==> src/rtl/phase_sequencer.sv <==
// Control stage for the phase-clocked gate adder: latches operands, sequences the
// t0 clear and ROUNDS t1/t2/t3 evaluation rounds, then captures the array result.
module phase_sequencer #(
  parameter int unsigned WIDTH        = 8,
  parameter int unsigned PHASE_CYCLES = 2,
  parameter int unsigned ROUNDS       = 8
) (
  input  logic             clk,
  input  logic             rst,
  input  logic             start,
  input  logic [WIDTH-1:0] a_in,
  input  logic [WIDTH-1:0] b_in,
  input  logic [WIDTH:0]   sum_in,
  output logic [WIDTH-1:0] a_q,
  output logic [WIDTH-1:0] b_q,
  output logic             t0,
  output logic             t1,
  output logic             t2,
  output logic             t3,
  output logic             busy,
  output logic             done,
  output logic [WIDTH:0]   sum_out
);

  localparam int unsigned PW = (PHASE_CYCLES > 1) ? $clog2(PHASE_CYCLES) : 1;
  localparam int unsigned RW = (ROUNDS > 1) ? $clog2(ROUNDS) : 1;
  localparam logic [PW-1:0] PhaseLast = PW'(PHASE_CYCLES - 1);
  localparam logic [RW-1:0] RoundLast = RW'(ROUNDS - 1);

  typedef enum logic [2:0] {
    StIdle,
    StT0,
    StT1,
    StT2,
    StT3,
    StCap
  } state_e;

  state_e           state_q, state_d;
  logic [PW-1:0]    phase_q, phase_d;
  logic [RW-1:0]    round_q, round_d;
  logic [WIDTH-1:0] a_d, b_d;
  logic [WIDTH:0]   sum_d;
  logic             done_d;
  logic             phase_last;

  assign phase_last = (phase_q == PhaseLast);

  always_comb begin
    state_d = state_q;
    phase_d = phase_q;
    round_d = round_q;
    a_d     = a_q;
    b_d     = b_q;
    sum_d   = sum_out;
    done_d  = 1'b0;
    unique case (state_q)
      StIdle: begin
        if (start) begin
          a_d     = a_in;
          b_d     = b_in;
          phase_d = '0;
          state_d = StT0;
        end
      end
      StT0, StT1, StT2: begin
        if (phase_last) begin
          phase_d = '0;
          state_d = (state_q == StT0) ? StT1 : (state_q == StT1) ? StT2 : StT3;
        end else begin
          phase_d = phase_q + PW'(1);
        end
      end
      StT3: begin
        if (phase_last) begin
          phase_d = '0;
          if (round_q == RoundLast) begin
            round_d = '0;
            state_d = StCap;
          end else begin
            round_d = round_q + RW'(1);
            state_d = StT1;
          end
        end else begin
          phase_d = phase_q + PW'(1);
        end
      end
      StCap: begin
        sum_d   = sum_in;
        done_d  = 1'b1;
        round_d = '0;
        phase_d = '0;
        state_d = StIdle;
      end
      default: begin
        phase_d = '0;
        round_d = '0;
        state_d = StIdle;
      end
    endcase
  end

  // Strobes and busy are decoded from the next state so every output comes from a flop.
  always_ff @(posedge clk or posedge rst) begin
    if (rst) begin
      state_q <= StIdle;
      phase_q <= '0;
      round_q <= '0;
      a_q     <= '0;
      b_q     <= '0;
      sum_out <= '0;
      done    <= 1'b0;
      t0      <= 1'b0;
      t1      <= 1'b0;
      t2      <= 1'b0;
      t3      <= 1'b0;
      busy    <= 1'b0;
    end else begin
      state_q <= state_d;
      phase_q <= phase_d;
      round_q <= round_d;
      a_q     <= a_d;
      b_q     <= b_d;
      sum_out <= sum_d;
      done    <= done_d;
      t0      <= (state_d == StT0);
      t1      <= (state_d == StT1);
      t2      <= (state_d == StT2);
      t3      <= (state_d == StT3);
      busy    <= (state_d != StIdle);
    end
  end

endmodule
==> config.mk <==
export PLATFORM = sky130hd
export DESIGN_NAME = phase_sequencer
export DESIGN_NICKNAME = d
export VERILOG_FILES = /design/src/rtl/phase_sequencer.sv
export SDC_FILE = /design/constraint.sdc
export NUM_CORES = 1
export LEC_CHECK = 0
export ABC_AREA = 1
export CORE_ASPECT_RATIO = 1.2
export CORE_MARGIN = 2
export CORE_UTILIZATION = 26
export CTS_BUF_LIST = sky130_fd_sc_hd__clkbuf_8
export CTS_CLUSTER_SIZE = 40
export DETAILED_ROUTE_END_ITERATION = 12
export MAX_ROUTING_LAYER = met4
export PLACE_DENSITY = 0.59
export SYNTH_ARGS = -nofsm -noshare
export SYNTH_HDL_FRONTEND = slang
export SYNTH_SLANG_ARGS = --single-unit
==> constraint.sdc <==
create_clock -name clk -period 1.8 [get_ports clk]
set_input_delay 0.27 -clock clk [delete_from_list [all_inputs] [get_ports clk]]
set_output_delay 0.27 -clock clk [all_outputs]
set_load 0.01 [all_outputs]
==> results.toml <==
[outcome]
status = "complete, no violations"

[routing]
drc = 0
wl_per_cell_um = 11.3
num_vias = 1357
final_antenna_net_count = 0
wl_um = 3690
firstDrtPassIters = 4
drt_iter0_markers = 37
avgViaCountPerCell = 4.16

[timing]
rsz0062_at_grt = "no"
worst_slew_pin_slew_ps = 482
post-route-period-util_pct = 81.1
setup_tns_ps = 0
hold_viol = 0
setup_viol = 0
fmax_ghz = 0.685
skew_ps = 4.52
fin_ws_ps = 340
whs_ps = 406
final-max-slew-violation-count = 0
slew_headroom_pct = 67.8
post-route-min-period_ps = 1460

[logic_synthesis]
synth-seq-cells = 38
synth_edf_count = 0
yosysSeqAreaShare_pct = 59.8
synth_nets = 209
netlist.area_leader.share_pct = 59.8
synthTopCellsByCount = "nand2_1 (90), dfrtp_1 (38), nand3_1 (8)"
ys.flop_type = "dfrtp_1"
ys_types = 21
async_flop_share_pct = 100
synth.avg_cell_area_um2 = 8.88
synth_most_common_cell = "nand2_1"
yosys.area.top_type = "dfrtp_1"
syn_inst = 179
synth_area_leaders = "dfrtp_1 (60%), nand2_1 (21%), nand3_1 (2.5%)"
ys_warn_count = 0
synth_area_mm2 = 0.00159

[place]
dp_hpwl_um = 2630
dp_worst_setup_slack_ps = 349
numPortBuffers = 58
place_area_mm2 = 0.00227
dp_cells = 318
routabilityCongestion = 0.837

[power_and_ir_drop]
cellLeakagePower_nw = 1.14
power.density_mw_per_mm2 = 652
p_total_mw = 1.54
vdd_drop_max_mv = 0.309

[floorplan]
row_count = 31
die_x_um = 75.4
die_h_um = 89.6
boundaryPins = 59
coreArea_mm2 = 0.00597
die_area_mm2 = 0.00676
initial_core_util_pct = 26.6

[finish]
stdcell_count = 326
nFillCells = 629
nets = 273
area_growth_pct = 48.6
utilization_pct = 39.5
design_area_mm2 = 0.00236
drive_above_1_share_pct = 10.2
antennaDiodeCount = 0

[clock_network]
postCtsResizedCells = 0
root_buffer = "clkbuf_8"
cts_buffers = 5
hold_buffers = 0
cts_buffer_depth = 2
cts_tree = "done"
cts_max_level = 2
clock_latency_ps = 280
post_cts_buffers = 0
path_clk_slew_ps = 70
cts.sinks = 38

[worst_setup_path]
cp_slowest_cell = "clkdlybuf4s50_1"
reg2reg_setup_slack_ps = 350
required_ps = 1530
critPathArrivalTime_ps = 1190
path_buf_inv = 1
start_kind = "flip-flop"
crit_chain = "clkdlybuf4s50_1"
cp_max_fo = 2
worstSetupEndpointType = "primary output"
critPathTopFamily = "buffers and inverters"
slowest_delay_ps = 540
criticalPathCategory = "reg -> out"

[grt]
grt_max_degree = 39
grt_overflow = 0
grt_pass1_vias = 1257
antenna_found_initial = 0
grt_pass1_wl_um = 5800
track_usage_pct = 11.8

[hold_path]
min_path_type = "in -> async"

[job]
maxCapViolCount = 0
[area by class of cell]
class                   instances  area [um2]  share of cell area (%)
repair buffers                 61         603                    25.5
multi-input cells             125         568                    24.1
well taps                      82         103                    4.35
inverters                      12        45.0                    1.91
clock buffers                   6        82.6                    3.50
clock inverters                 2        8.76                   0.371
flip-flops and latches         38         951                    40.3
[registers in the layout, summed over array words and instances, names as in the netlist]
name        count
t2              1
t0              1
sum_out         9
state_q         3
t1              1
a_q             8
b_q             8
done            1
round_q         3
t3              1
phase_last      1
busy            1
[per-layer routing]
layer	GRT usage [%]	routed length, um	vias to the layer above
li1	-	-	684
met1	14.1	1620	628
met2	19.4	1840	41
met3	3.35	189	4
met4	3.35	33	0
met5	-	0	-
[layout by cell type, fill, tap and decap left out]
master	n
nor2_2	1
nand3_1	8
o21ai_2	1
nand2_2	2
a21oi_1	3
nand2_1	90
dfrtp_1	38
nand3_4	1
buf_4	3
a21oi_2	1
clkdlybuf4s50_1	58
nor3_2	1
clkbuf_8	6
inv_1	7
nor2_1	6
nand4_1	2
inv_2	6
o31ai_1	1
a31oi_1	1
ha_1	2
o21ai_0	3
clkinv_2	1
nor2_4	2
[path summary, 6_finish.rpt]
| check | end | from | cells past startpoint |
|---|---|---|---|
| min | b_q[7] | rst | 3 |
| min in group clk | sum_out[7] | sum_out[7] | 2 |
| max in group asynchronous | b_q[6] | rst | 3 |
| max reg2reg | busy | round_q[0] | 10 |
| min reg2reg | sum_out[7] | sum_out[7] | 2 |
| max | b_q[2] | b_q[2] | 1 |
[tightest hold or removal path: stages]
cell and delay [ps]:
clkdlybuf4s50_1 400, inv_1 60, buf_4 410
[cells by family after synthesis]
kind of cell,share of synthesized area [%]
compound gates,3.86
fa+ha+maj,1.57
buf+inv,4.41
flops,59.8
simple gates,30.3
[power by group]
part           total, mW  internal, mW  leakage (nW)  switching [mW]
Clock              0.596         0.303        0.0524           0.293
Combinational     0.0880        0.0568         0.613          0.0312
Sequential         0.854         0.854         0.473               0
Total               1.54          1.21          1.14           0.324
Note: power is estimated with default switching activity, not from simulation.
==> variant 1: new RTL, same flow settings <==
Re-encode `state_e` (6 states) as Gray code, 3 bits wide.
--- a/src/rtl/phase_sequencer.sv
+++ b/src/rtl/phase_sequencer.sv
@@ -30,8 +30,8 @@
   typedef enum logic [2:0] {
-    StIdle,
-    StT0,
-    StT1,
-    StT2,
-    StT3,
-    StCap
+    StIdle = 3'b000,
+    StT0   = 3'b001,
+    StT1   = 3'b011,
+    StT2   = 3'b010,
+    StT3   = 3'b110,
+    StCap  = 3'b111
   } state_e;
Check against the original RTL: no difference found for any inputs over 10 cycles, from zero or initial values and one cycle with rst high; not proved beyond that.
==> variant 1 against the original RTL <==
Synthesized area decreased by 2.7%. Design area decreased by 2.7%. Total power increased by 1.6%. Cell count decreased by 2.8%. Setup slack got worse by 0.028 ns. Count of clock-buffer cells in the layout unchanged. Routed wire length decreased by 8.1%. Sequential share of layout area increased by 1.1 points. Sequential cell count unchanged. Largest cell class unchanged. Largest power group unchanged.
==> variant 1: results (changes against the original RTL) <==
outcome - finished, final reports clean
M1 GR Usage - 0.132 (-0.00954)
RR Endpoint - t1$_DFF_PP0_
Fillers - 601 (-4.5%)
Initial DRC Count - 44 (+19%)
Root Driver - clkbuf_8
Sw Ratio - 0.221 (+0.0101)
# rows - 30 (-3.2%)
max incr delay on CP - 0.55 ns
YS warnings - 0 (unchanged)
clock tree buffer depth - 2 (unchanged)
Worst Reg-to-Reg Cells - 5 (-5)
VDD IR max - 0.000290 V (-6.0%)
Critical Path Slowest Stage Cell - clkdlybuf4s50_1
reg2reg setup slack - 0.46 ns (+0.11 ns)
met3 Resource Use GR - 0.0399 (+0.00638)
ANT cells - 0 (unchanged)
met2 Track Usage GR - 0.178 (-0.0159)
DP Wirelength - 2400 um (-8.6%)
first-pass GRT wire length - 5540 um (-4.4%)
Largest regs - sum_out: 9 flops, a_q: 8 flops, b_q: 8 flops
Async SR Flop Fraction - 1.00 (unchanged)
pin count of the biggest net entering global routing - 39 (unchanged)
Num CTS Buffers - 5 (unchanged)
Worst setup endpoint - b_q[6]
Worst Setup SP - b_q[6]$_DFFE_PP0P_
placer congestion estimate - 0.687 (-18%)
clk_lat worst skew - 0.30 ns (+0.02 ns)
setup bufs post-CTS - 0 (unchanged)
drt total wl - 3390 um (-8.1%)
number of global-route vias before repair - 1249 (-0.64%)
Final nets - 266 (-2.6%)
Via density - 4.10 (-1.4%)
Synth area leaders - dfrtp_1 61%, nand2_1 23%, inv_1 2.4%, nand3_1 2.3%, nor2_1 1.7%
post-cts resize count - 0 (unchanged)
share of cells above drive strength 1 - 0.0675 (-0.0349)
crit path max fanout - 2 (unchanged)
post-synthesis sequential area ratio - 0.615 (+0.0165)
syn nets - 204 (-2.4%)
Leakage - 1.17 nW (+3.0%)
Slew @ Worst Pin - 0.492 ns (+0.00932 ns)
Worst Path Arrival - 1.22 ns (+0.03 ns)
Synth top cells by count - 95 x nand2_1, 38 x dfrtp_1, 10 x inv_1
clk_skew - 0.0106 ns (+0.00606 ns)
reg-to-reg startpoint - state_q[0]$_DFF_PP0_
Global Route Usage Sum - 0.113 (-0.00502)
post-synthesis cell type count - 17 (-19%)
==> variant 1: cell types whose count changed in the layout (fill, tap and decap cells not counted), sizes merged <==
cell / change
clkinvlp: +1
clkinv: +1
nand2: +5
inv: -1
a31oi: -1
buf: -2
o21ai: -4
a21oi: -3
o31ai: -1
nor2: -1
nor3: -1
==> variant 1: per-stage QoR <==
stage | cell area [um2] | worst slack (ns) | utilization | power [mW] | instances
2_1_floorplan | 1550 | 0.611 | - | 0.892 | 174
3_3_place_gp | 2200 | 0.302 | 0.386 | 0.960 | 309
3_5_place_dp | 2200 | 0.251 | 0.386 | 0.960 | 309
4_1_cts | 2300 | 0.303 | 0.403 | 1.59 | 317
5_1_grt | 2300 | 0.268 | 0.403 | 1.62 | 317
6_report | 2300 | 0.312 | 0.403 | 1.56 | 317
==> variant 1: cells by family after synthesis <==
kind of cell    after synthesis  synth area share
simple gates                116             0.311
buf+inv                      17            0.0542
flops                        38             0.615
fa+ha+maj                     2            0.0162
compound gates                1           0.00323
==> variant 1: power groups by stage <==
stage	combinational, mW	clock [mW]	sequential [mW]
finish	0.0868	0.622	0.854
global route	0.0966	0.669	0.854
CTS	0.0897	0.641	0.854
detailed placement	0.0893	0	0.871
global placement	0.0893	0	0.871
floorplan	0.0205	0	0.871
==> variant 1: layer usage <==
metal / vias to the layer above / part of all wire / routed length (um)
met4: 0 / 0.017 / 57
met3: 6 / 0.079 / 266
met5: - / 0 / 0
met1: 610 / 0.43 / 1450
li1: 645 / - / -
met2: 40 / 0.48 / 1610
==> variant 1: worst min path at each step <==
stage	from	endpoint	slack [ns]
2_1_floorplan	a_in[0]	a_q[0]$_DFFE_PP0P_	0.38
3_3_place_gp	a_q[1]$_DFFE_PP0P_	a_q[1]$_DFFE_PP0P_	0.46
3_5_place_dp	b_q[7]$_DFFE_PP0P_	b_q[7]$_DFFE_PP0P_	0.46
4_1_cts	rst	sum_out[1]$_DFFE_PP0P_	0.41
5_1_grt	rst	sum_out[1]$_DFFE_PP0P_	0.47
6_report	rst	sum_out[0]$_DFFE_PP0P_	0.38
==> variant 1: final cells by class <==
cell class | instances | area (um2) | area share
clock buffer | 6 | 82.6 | 0.0359
tap | 80 | 100 | 0.0436
inverter | 13 | 51.3 | 0.0223
timing repair buffer | 59 | 588 | 0.256
multi-input combinational | 119 | 512 | 0.223
sequential | 38 | 951 | 0.414
clock inverter | 2 | 12.5 | 0.00545
==> variant 2: new RTL, config.mk and constraints unchanged <==
Made on the original files. The parameter `PHASE_CYCLES` goes from 2 to 4.
--- a/src/rtl/phase_sequencer.sv
+++ b/src/rtl/phase_sequencer.sv
@@ -4,3 +4,3 @@
   parameter int unsigned WIDTH        = 8,
-  parameter int unsigned PHASE_CYCLES = 2,
+  parameter int unsigned PHASE_CYCLES = 4,
   parameter int unsigned ROUNDS       = 8
Check against the original RTL: not equivalent (a bounded check fails within 4 cycles, from zero or initial values and one cycle with rst high).
==> variant 2 against the original RTL <==
Register-to-register slack better by 0.02 ns. Design area grew 4.3%. First-iteration DRC count rose by 120%. Routed wire length shrank 1.6%. Sequential cell count grew 1. Core utilization rose by 0.91 points. Non-clock buffer count stayed put. Global-route usage decreased by 0.34 points. Total power increased by 11%. Setup slack worse by 0.022 ns. Combinational power is 7.2% lower. Synthesized area grew 3.5%. Highest routed layer unchanged.
==> variant 2: results (changes against the original RTL) <==
CTS HTree Levels - 2 (unchanged)
Worst-path clk slew - 0.08 ns
outcome - finished, final reports clean
Seq. pwr - 0.875 mW (+2.5%)
post-cts resize count - 0 (unchanged)
Final Hold Vio Count - 0 (unchanged)
ANT cells - 0 (unchanged)
Signal buf overhead - 0.250 (-0.00543)
Worst Reg-to-Reg Cells - 8 (-2)
Critical Path Slowest Stage Cell - clkdlybuf4s50_1
YS warnings - 0 (unchanged)
Via density - 4.12 (-0.91%)
DP Wirelength - 2660 um (+1.1%)
placer congestion estimate - 0.736 (-12%)
Largest regs - sum_out: 9 flops, a_q: 8 flops, b_q: 8 flops
drt total wl - 3630 um (-1.6%)
Worst Path Arrival - 1.21 ns (+0.02 ns)
Root Driver - clkbuf_8
Synth area leaders - dfrtp_1 59%, nand2_1 19%, nand3_1 2.4%, ha_1 2.3%, nor2_4 2.1%
Worst Setup SP - a_q[1]$_DFFE_PP0P_
PortBufs - 58 (unchanged)
clock tree buffer depth - 2 (unchanged)
Inverters - 13 (+1)
Worst Hold Class - input port to asynchronous set/reset pin
Initial DRC Count - 81 (+120%)
RR Endpoint - t3$_DFF_PP0_
syn nets - 212 (+1.4%)
clk_lat worst skew - 0.29 ns
Clock power frac - 0.439 (+0.052)
number of synthesized register bits - 39 (+2.6%)
reg-to-reg startpoint - phase_q[0]$_DFFE_PP0P_
Internal - 1.38 mW (+14%)
Global Route Usage Sum - 0.115 (-0.00337)
Slew @ Worst Pin - 0.306 ns (-0.176 ns)
ys flop type - dfrtp_1
TritonRoute pass-1 iters - 4 (unchanged)
reg2reg setup slack - 0.37 ns (+0.02 ns)
first-pass GRT wire length - 6270 um (+8.2%)
Fillers - 620 (-1.4%)
post-synthesis cell type count - 22 (+4.8%)
number of global-route vias before repair - 1364 (+8.5%)
CLK BUF - 6 (unchanged)
Async SR Flop Fraction - 1.00 (unchanged)
Leakage - 1.15 nW (+1.1%)
#MultiIn Comb - 126 (+0.80%)
clk cell area share - 0.0478 (+0.00908)
pin count of the biggest net entering global routing - 40 (+2.6%)
Final nets - 277 (+1.5%)
Synth top cells by count - 83 x nand2_1, 39 x dfrtp_1, 8 x nand3_1
setup bufs post-CTS - 0 (unchanged)
flip-flop and latch share of the layout cell area - 0.396 (-0.00641)
Worst setup endpoint - a_q[1]
Sw Ratio - 0.191 (-0.0193)
clk_skew - 0.00525 ns (+0.000729 ns)
max incr delay on CP - 0.54 ns (about the same)
crit path max fanout - 2 (unchanged)
VDD IR max - 0.000297 V (-3.8%)
post-synthesis sequential area ratio - 0.594 (-0.00482)
share of cells above drive strength 1 - 0.130 (+0.0271)
fraction of area in multi-input gates - 0.243 (+0.00280)
[variant 2: metrics by stage]
stage | util | hold WS, ns | instance area, um2 | instances | setup WS, ns
floorplan | - | 0.380 | 1640 | 181 | 0.459
global placement | 0.385 | 0.455 | 2340 | 321 | 0.328
detailed placement | 0.385 | 0.458 | 2340 | 321 | 0.301
CTS | 0.404 | 0.323 | 2460 | 329 | 0.305
global route | 0.404 | 0.362 | 2460 | 329 | 0.177
finish | 0.404 | 0.319 | 2460 | 329 | 0.319
[variant 2: cells by family (layout without fill, tap and decap cells)]
logic type                 after synthesis  count (layout)  synth area share
DFF                                     39              39             0.594
adders and majority gates                3               3            0.0228
and+or+nand+nor                        113             113             0.308
AOI/OAI and AO/OA                        9               9            0.0274
muxes                                    1               1           0.00609
buffers and inverters                   16              82            0.0419
[variant 2: layer usage]
metal  GRT usage  up-vias  part of all wire
met3      0.0358        4             0.060
met4      0.0409        0            0.0080
met5           -        -                 0
met2       0.193       47              0.49
li1            -      690                 -
met1       0.128      616              0.44
